==> config.mk <==
export PLATFORM = sky130hd
export DESIGN_NAME = module_spi_slave_ctrl
export DESIGN_NICKNAME = d
export VERILOG_FILES = /design/src/rtl/module_spi_slave_ctrl.sv
export SDC_FILE = /design/constraint.sdc
export NUM_CORES = 1
export LEC_CHECK = 0
export CAP_MARGIN = 40
export CORE_MARGIN = 1
export CORE_UTILIZATION = 52
export CTS_CLUSTER_DIAMETER = 100
export DETAILED_ROUTE_END_ITERATION = 10
export HOLD_SLACK_MARGIN = 0.03
export PLACE_DENSITY = 0.89
export SYNTH_ARGS = -nofsm -noshare
export SYNTH_HDL_FRONTEND = slang
export SYNTH_SLANG_ARGS = --single-unit
==> constraint.sdc <==
create_clock -name clk_i -period 5 [get_ports clk_i]
set_input_delay 1 -clock clk_i [delete_from_list [all_inputs] [get_ports clk_i]]
set_output_delay 1 -clock clk_i [all_outputs]
set_load 0.02 [all_outputs]
==> src/rtl/module_spi_slave_ctrl.sv <==
// SPI mode-0 responder: 8-bit MSB-first frames, RX bytes written to a
// register bank at consecutive addresses, TX bytes read from the same bank.
module module_spi_slave_ctrl #(
    parameter int N = 32
) (
    input  logic                 clk_i,
    input  logic                 reset_i,
    input  logic                 sclk_i,
    input  logic                 cs_n_i,
    input  logic                 mosi_i,
    output logic                 miso_o,
    output logic                 miso_oe_o,
    input  logic [7:0]           tx_data_i,
    output logic [$clog2(N)-1:0] addr_o,
    output logic                 wr_o,
    output logic [31:0]          data_o,
    output logic [$clog2(N):0]   n_o,
    output logic                 busy_o,
    output logic                 overflow_o,
    output logic                 done_o
);

    localparam int AW = $clog2(N);
    localparam int NW = AW + 1;
    localparam logic [NW-1:0] NMAX = NW'(N);
    localparam logic [AW-1:0] AMAX = AW'(N - 1);

    typedef enum logic [2:0] {
        S_IDLE,
        S_LOAD,
        S_SHIFT,
        S_STORE,
        S_DONE
    } state_t;

    state_t        r_state;
    state_t        w_next;
    logic [2:0]    r_sclk_s;
    logic [2:0]    r_cs_s;
    logic [1:0]    r_mosi_s;
    logic [7:0]    r_tx_sr;
    logic [7:0]    r_rx_sr;
    logic [3:0]    r_bit_cnt;
    logic [NW-1:0] r_n;
    logic [AW-1:0] r_addr;
    logic          r_ovf;
    logic          r_busy;
    logic          r_oe;
    logic          r_cs_pend;

    logic          w_sclk_rise;
    logic          w_sclk_fall;
    logic          w_cs_rise;
    logic          w_cs_fall;
    logic          w_cs_end;
    logic          w_full;
    logic [NW-1:0] w_n_inc;
    logic [7:0]    w_tx_ld;

    // [0],[1] synchronize, [2] is the edge-detect history
    always_ff @(posedge clk_i) begin
        if (reset_i) begin
            r_sclk_s <= '0;
            r_cs_s   <= '0;
            r_mosi_s <= '0;
        end else begin
            r_sclk_s <= {r_sclk_s[1:0], sclk_i};
            r_cs_s   <= {r_cs_s[1:0], cs_n_i};
            r_mosi_s <= {r_mosi_s[0], mosi_i};
        end
    end

    assign w_sclk_rise = r_sclk_s[1] & ~r_sclk_s[2];
    assign w_sclk_fall = ~r_sclk_s[1] & r_sclk_s[2];
    assign w_cs_rise   = r_cs_s[1] & ~r_cs_s[2];
    assign w_cs_fall   = ~r_cs_s[1] & r_cs_s[2];
    assign w_cs_end    = w_cs_rise | r_cs_pend;
    assign w_full      = (r_n == NMAX);
    assign w_n_inc     = r_n + NW'(1);
    assign w_tx_ld     = w_full ? 8'h00 : tx_data_i;

    always_ff @(posedge clk_i) begin
        if (reset_i) begin
            r_state <= S_IDLE;
        end else begin
            r_state <= w_next;
        end
    end

    always_comb begin
        w_next = r_state;
        wr_o   = 1'b0;
        data_o = 32'h0;
        done_o = 1'b0;
        unique case (r_state)
            S_IDLE: begin
                if (w_cs_fall) w_next = S_LOAD;
            end
            S_LOAD: begin
                w_next = S_SHIFT;
            end
            S_SHIFT: begin
                if (w_sclk_rise && r_bit_cnt == 4'd7) begin
                    w_next = S_STORE;
                end else if (w_cs_end) begin
                    w_next = S_DONE;
                end
            end
            S_STORE: begin
                wr_o   = ~w_full;
                data_o = w_full ? 32'h0 : {24'h0, r_rx_sr};
                w_next = w_cs_end ? S_DONE : S_LOAD;
            end
            S_DONE: begin
                done_o = 1'b1;
                w_next = S_IDLE;
            end
            default: w_next = S_IDLE;
        endcase
    end

    always_ff @(posedge clk_i) begin
        if (reset_i) begin
            r_tx_sr   <= '0;
            r_rx_sr   <= '0;
            r_bit_cnt <= '0;
            r_n       <= '0;
            r_addr    <= '0;
            r_ovf     <= 1'b0;
            r_busy    <= 1'b0;
            r_oe      <= 1'b0;
            r_cs_pend <= 1'b0;
        end else begin
            if (r_state == S_IDLE || r_state == S_DONE) begin
                r_cs_pend <= 1'b0;
            end else if (w_cs_rise) begin
                r_cs_pend <= 1'b1;
            end
            unique case (r_state)
                S_IDLE: begin
                    if (w_cs_fall) begin
                        r_n    <= '0;
                        r_addr <= '0;
                        r_ovf  <= 1'b0;
                        r_busy <= 1'b1;
                    end
                end
                S_LOAD: begin
                    r_tx_sr   <= w_tx_ld;
                    r_oe      <= 1'b1;
                    r_bit_cnt <= '0;
                end
                S_SHIFT: begin
                    if (w_sclk_rise) begin
                        r_rx_sr   <= {r_rx_sr[6:0], r_mosi_s[1]};
                        r_bit_cnt <= r_bit_cnt + 4'd1;
                    end else if (w_sclk_fall && r_bit_cnt != 4'd0 &&
                                 r_bit_cnt < 4'd8) begin
                        r_tx_sr <= {r_tx_sr[6:0], 1'b0};
                    end
                end
                S_STORE: begin
                    if (!w_full) begin
                        r_n    <= w_n_inc;
                        r_addr <= (w_n_inc >= NMAX) ? AMAX : w_n_inc[AW-1:0];
                    end else begin
                        r_ovf <= 1'b1;
                    end
                end
                S_DONE: begin
                    r_tx_sr <= '0;
                    r_oe    <= 1'b0;
                    r_busy  <= 1'b0;
                end
                default: ;
            endcase
        end
    end

    // MISO is always the shift register MSB; cleared outside a frame
    assign miso_o     = r_tx_sr[7];
    assign miso_oe_o  = r_oe;
    assign addr_o     = r_addr;
    assign n_o        = r_n;
    assign busy_o     = r_busy;
    assign overflow_o = r_ovf;

endmodule

==> results.json <==
{
  "gr-total-overflow": 0,
  "power_switching_uw": 217,
  "netSwitchingFraction": 0.273,
  "r2r-end": "r_tx_sr[4]",
  "final_core_util": 0.636,
  "avgSynthCellArea_um2": 8.28,
  "synthMuxAreaShare": 0.00424,
  "die_w_um": 69.4,
  "grtUsageMet2": 0.367,
  "cpMaxStageDelayCell": "clkdlybuf4s50_1",
  "netlist_area_um2": 2360,
  "endpoint_kind": "primary output",
  "crit_chain": "inv_1 -> ha_1 -> nand4bb_1 -> o21ai_0 -> buf_4 -> inv_1 -> and2_1 -> clkdlybuf4s50_1",
  "antenna_found_initial": 0,
  "drc": 1,
  "fin_crit_ns": 3.75,
  "p_leak_nw": 0.980,
  "synth_ff_type": "dfxtp_1",
  "ys_warn_count": 0,
  "worst-setup-path-type": "reg -> out",
  "synth_top_area_cell": "dfxtp_1",
  "drv_cap": 0,
  "grt_pass1_vias": 1817,
  "grt_setup_unrepaired": "no",
  "htree_levels": 2,
  "place_congestion": 0.820,
  "post_dp_cell_area_um2": 2650,
  "slew-limit-headroom": 0.530,
  "ir_worst_vdd_v": 0.000180,
  "grt_busiest_layer": "met2",
  "grt_max_degree": 23,
  "failed_checks": "DRC",
  "status": "finished, violations left",
  "crit_top_cell": "inv_1",
  "max_stage_delay_ns": 0.60,
  "clock_latency_ns": 0.30,
  "clk_path_buf_depth": 2,
  "seq_power_share": 0.502,
  "wl_per_cell_um": 13.5,
  "antenna_cells": 0,
  "cts_resized": 0,
  "gr-usage-met3": 0.0538,
  "hp-class": "reg -> reg",
  "stdcell_area_um2": 2770,
  "synthSimpleGateAreaFrac": 0.239,
  "max_freq_mhz": 266,
  "cp-start-kind": "flip-flop",
  "use_met1": 0.239,
  "cts_tree": "done",
  "wirelength_um": 4950,
  "firstDrtPassIters": 7,
  "dp_hpwl_um": 3320,
  "grt_pass1_wl_um": 8070,
  "slew_violations": 0,
  "whs_endpoint": "r_sclk_s[1]",
  "synth_seq_cells": 46,
  "worst_slew_pin_slew_ns": 0.703,
  "rows": 24,
  "dieArea_um2": 4810,
  "drive_above_1_share": 0.0570,
  "synthTopCellsByCount": "dfxtp_1, nand2_1, buf_4",
  "cts_setup_buffers": 0,
  "syn_inst": 285,
  "cp.arrival_ns": 2.75,
  "postRouteAntennaNets": 0,
  "clockRootBuffer": "clkbuf_8",
  "cp.required_ns": 4.00,
  "intPower_uw": 579,
  "min_delay_path_depth": 1,
  "viasPerCell": 5.46,
  "r2r_slack_ns": 2.75,
  "r2r-start": "r_state[1]",
  "cp_max_fo": 14,
  "setup.worst_path.start": "n_o[0]",
  "start_util": 0.542,
  "hold_viol": 0,
  "synth_top_family_by_area": "simple AND/OR/NAND/NOR gates",
  "syn_to_final_growth_pct": 17.3,
  "seq_area_frac_synth": 0.390,
  "synth_xor_area_frac": 0.0297,
  "clkPwrFrac": 0.349,
  "synth_area_leaders": "dfxtp_1, buf_4, nand2_1, a21oi_1, nor2b_1",
  "fin_nets": 332,
  "setup_viol": 0,
  "coreArea_um2": 4350,
  "ios": 62,
  "finalCritPeriodShare": 0.751,
  "clock-sinks": 46,
  "synthAdderAreaFrac": 0.0212,
  "p_total_uw": 796,
  "skew_ns": 0.00412,
  "synthArstFlopShare": 0,
  "fin_tns_setup_ns": 0,
  "num_vias": 2010,
  "reg2reg_depth": 4,
  "yosysMostFrequentCell": "dfxtp_1",
  "synth-compound-area-share": 0.190,
  "power_density_nw_per_um2": 288,
  "holdWs_ns": 0.452,
  "clk_pin_slew_ns": 0.09,
  "synth_edf_count": 0,
  "dr.first_iter.drc_count": 129,
  "cts_hold_buf": 0,
  "io_buffer_count": 37,
  "die_y_um": 69.4,
  "hold_path.startpoint": "r_sclk_s[0]",
  "track_usage": 0.206,
  "power_frac_comb": 0.149,
  "numCtsBuffers": 5,
  "synth.distinct_cells": 48,
  "synth_top_area_share": 0.390
}
## final cells by class
type,count,area (um^2)
Tap cell,52,65.1
Sequential cell,46,921
Timing Repair Buffer,40,400
Clock buffer,5,68.8
Multi-Input combinational cell,213,1230
Fill cell,367,1590
Clock inverter,3,45.0
Inverter,9,33.8
## registers in the layout, summed over array words and instances, names as in the netlist
signal and flops:
r_rx_sr 8, r_tx_sr 8, n_o 6, addr_o 5, r_bit_cnt 4, r_cs_s 3, r_sclk_s 3, r_state 3
r_mosi_s 2, busy_o 1, miso_oe_o 1, overflow_o 1, r_cs_pend 1
## cell families (layout without fill, tap and decap cells)
kind of cell             after synthesis  after routing
flip-flops                            46             46
XOR/XNOR                               8              8
AND/OR/NAND/NOR                      112            112
multiplexers                           1              1
AO/OA/AOI/OAI                         64             64
other                                  1             24
adder cells (fa/ha/maj)                4              4
buffers and inverters                 49             57
## power by group through the flow
stage / clock, mW / sequential (mW) / combinational (mW)
final: 0.278 / 0.400 / 0.118
after global routing: 0.300 / 0.402 / 0.130
after CTS: 0.283 / 0.399 / 0.118
after detailed placement: 0 / 0.407 / 0.117
after global placement: 0 / 0.406 / 0.113
after floorplan: 0 / 0.401 / 0.109
## critical path: cells and delay by family, from the launching register on
| family | cells | cell delay [ns] |
|---|---|---|
| buffers and inverters | 4 | 1.13 |
| AO/OA/AOI/OAI | 1 | 0.17 |
| AND/OR/NAND/NOR | 2 | 0.53 |
| flip-flops | 1 | 0.41 |
| adder cells (fa/ha/maj) | 1 | 0.20 |
## worst max-delay path by stage
stage / end / slack (ns) / cells past startpoint
5_1_grt: data_o[0] / 1.03 / 8
4_1_cts: data_o[0] / 1.21 / 8
2_1_floorplan: data_o[0] / 2.09 / 8
3_5_place_dp: data_o[1] / 1.67 / 8
3_3_place_gp: data_o[7] / 1.72 / 8
6_report: data_o[0] / 1.25 / 8
## stage by stage
step / std cells / worst slack [ns]
after floorplan: 308 / 2.09
after global placement: 359 / 1.72
after detailed placement: 360 / 1.67
after CTS: 368 / 1.21
after global routing: 368 / 1.03
final: 368 / 1.25
## layer usage
layer / vias up / part of all wire
met5: - / 0
met4: 0 / 0.0095
met3: 6 / 0.066
met2: 79 / 0.50
met1: 935 / 0.42
li1: 990 / -
## cell usage in the layout, fill, tap and decap left out, types with 2 or more instances in the layout
| cell | synthesis | routed |
|---|---|---|
| clkbuf_8 | 0 | 5 |
| conb_1 | 1 | 24 |
| dfxtp_1 | 46 | 46 |
| a21o_1 | 6 | 6 |
| xor2_1 | 2 | 2 |
| nand2b_1 | 5 | 5 |
| nor2_1 | 17 | 17 |
| a311oi_2 | 2 | 2 |
| inv_1 | 8 | 8 |
| nor2b_1 | 12 | 12 |
| buf_4 | 24 | 2 |
| o21ai_0 | 9 | 9 |
| o211ai_1 | 6 | 6 |
| clkdlybuf4s50_1 | 0 | 37 |
| xnor2_1 | 6 | 6 |
| clkinvlp_4 | 0 | 2 |
| a21oi_1 | 22 | 22 |
| a31oi_1 | 3 | 3 |
| nand3_1 | 14 | 14 |
| nor3_1 | 6 | 6 |
| nand2_1 | 38 | 38 |
| a311oi_1 | 6 | 6 |
| and2_1 | 9 | 9 |
| ha_1 | 4 | 4 |
No activity file was read; power rests on OpenSTA's default activity.
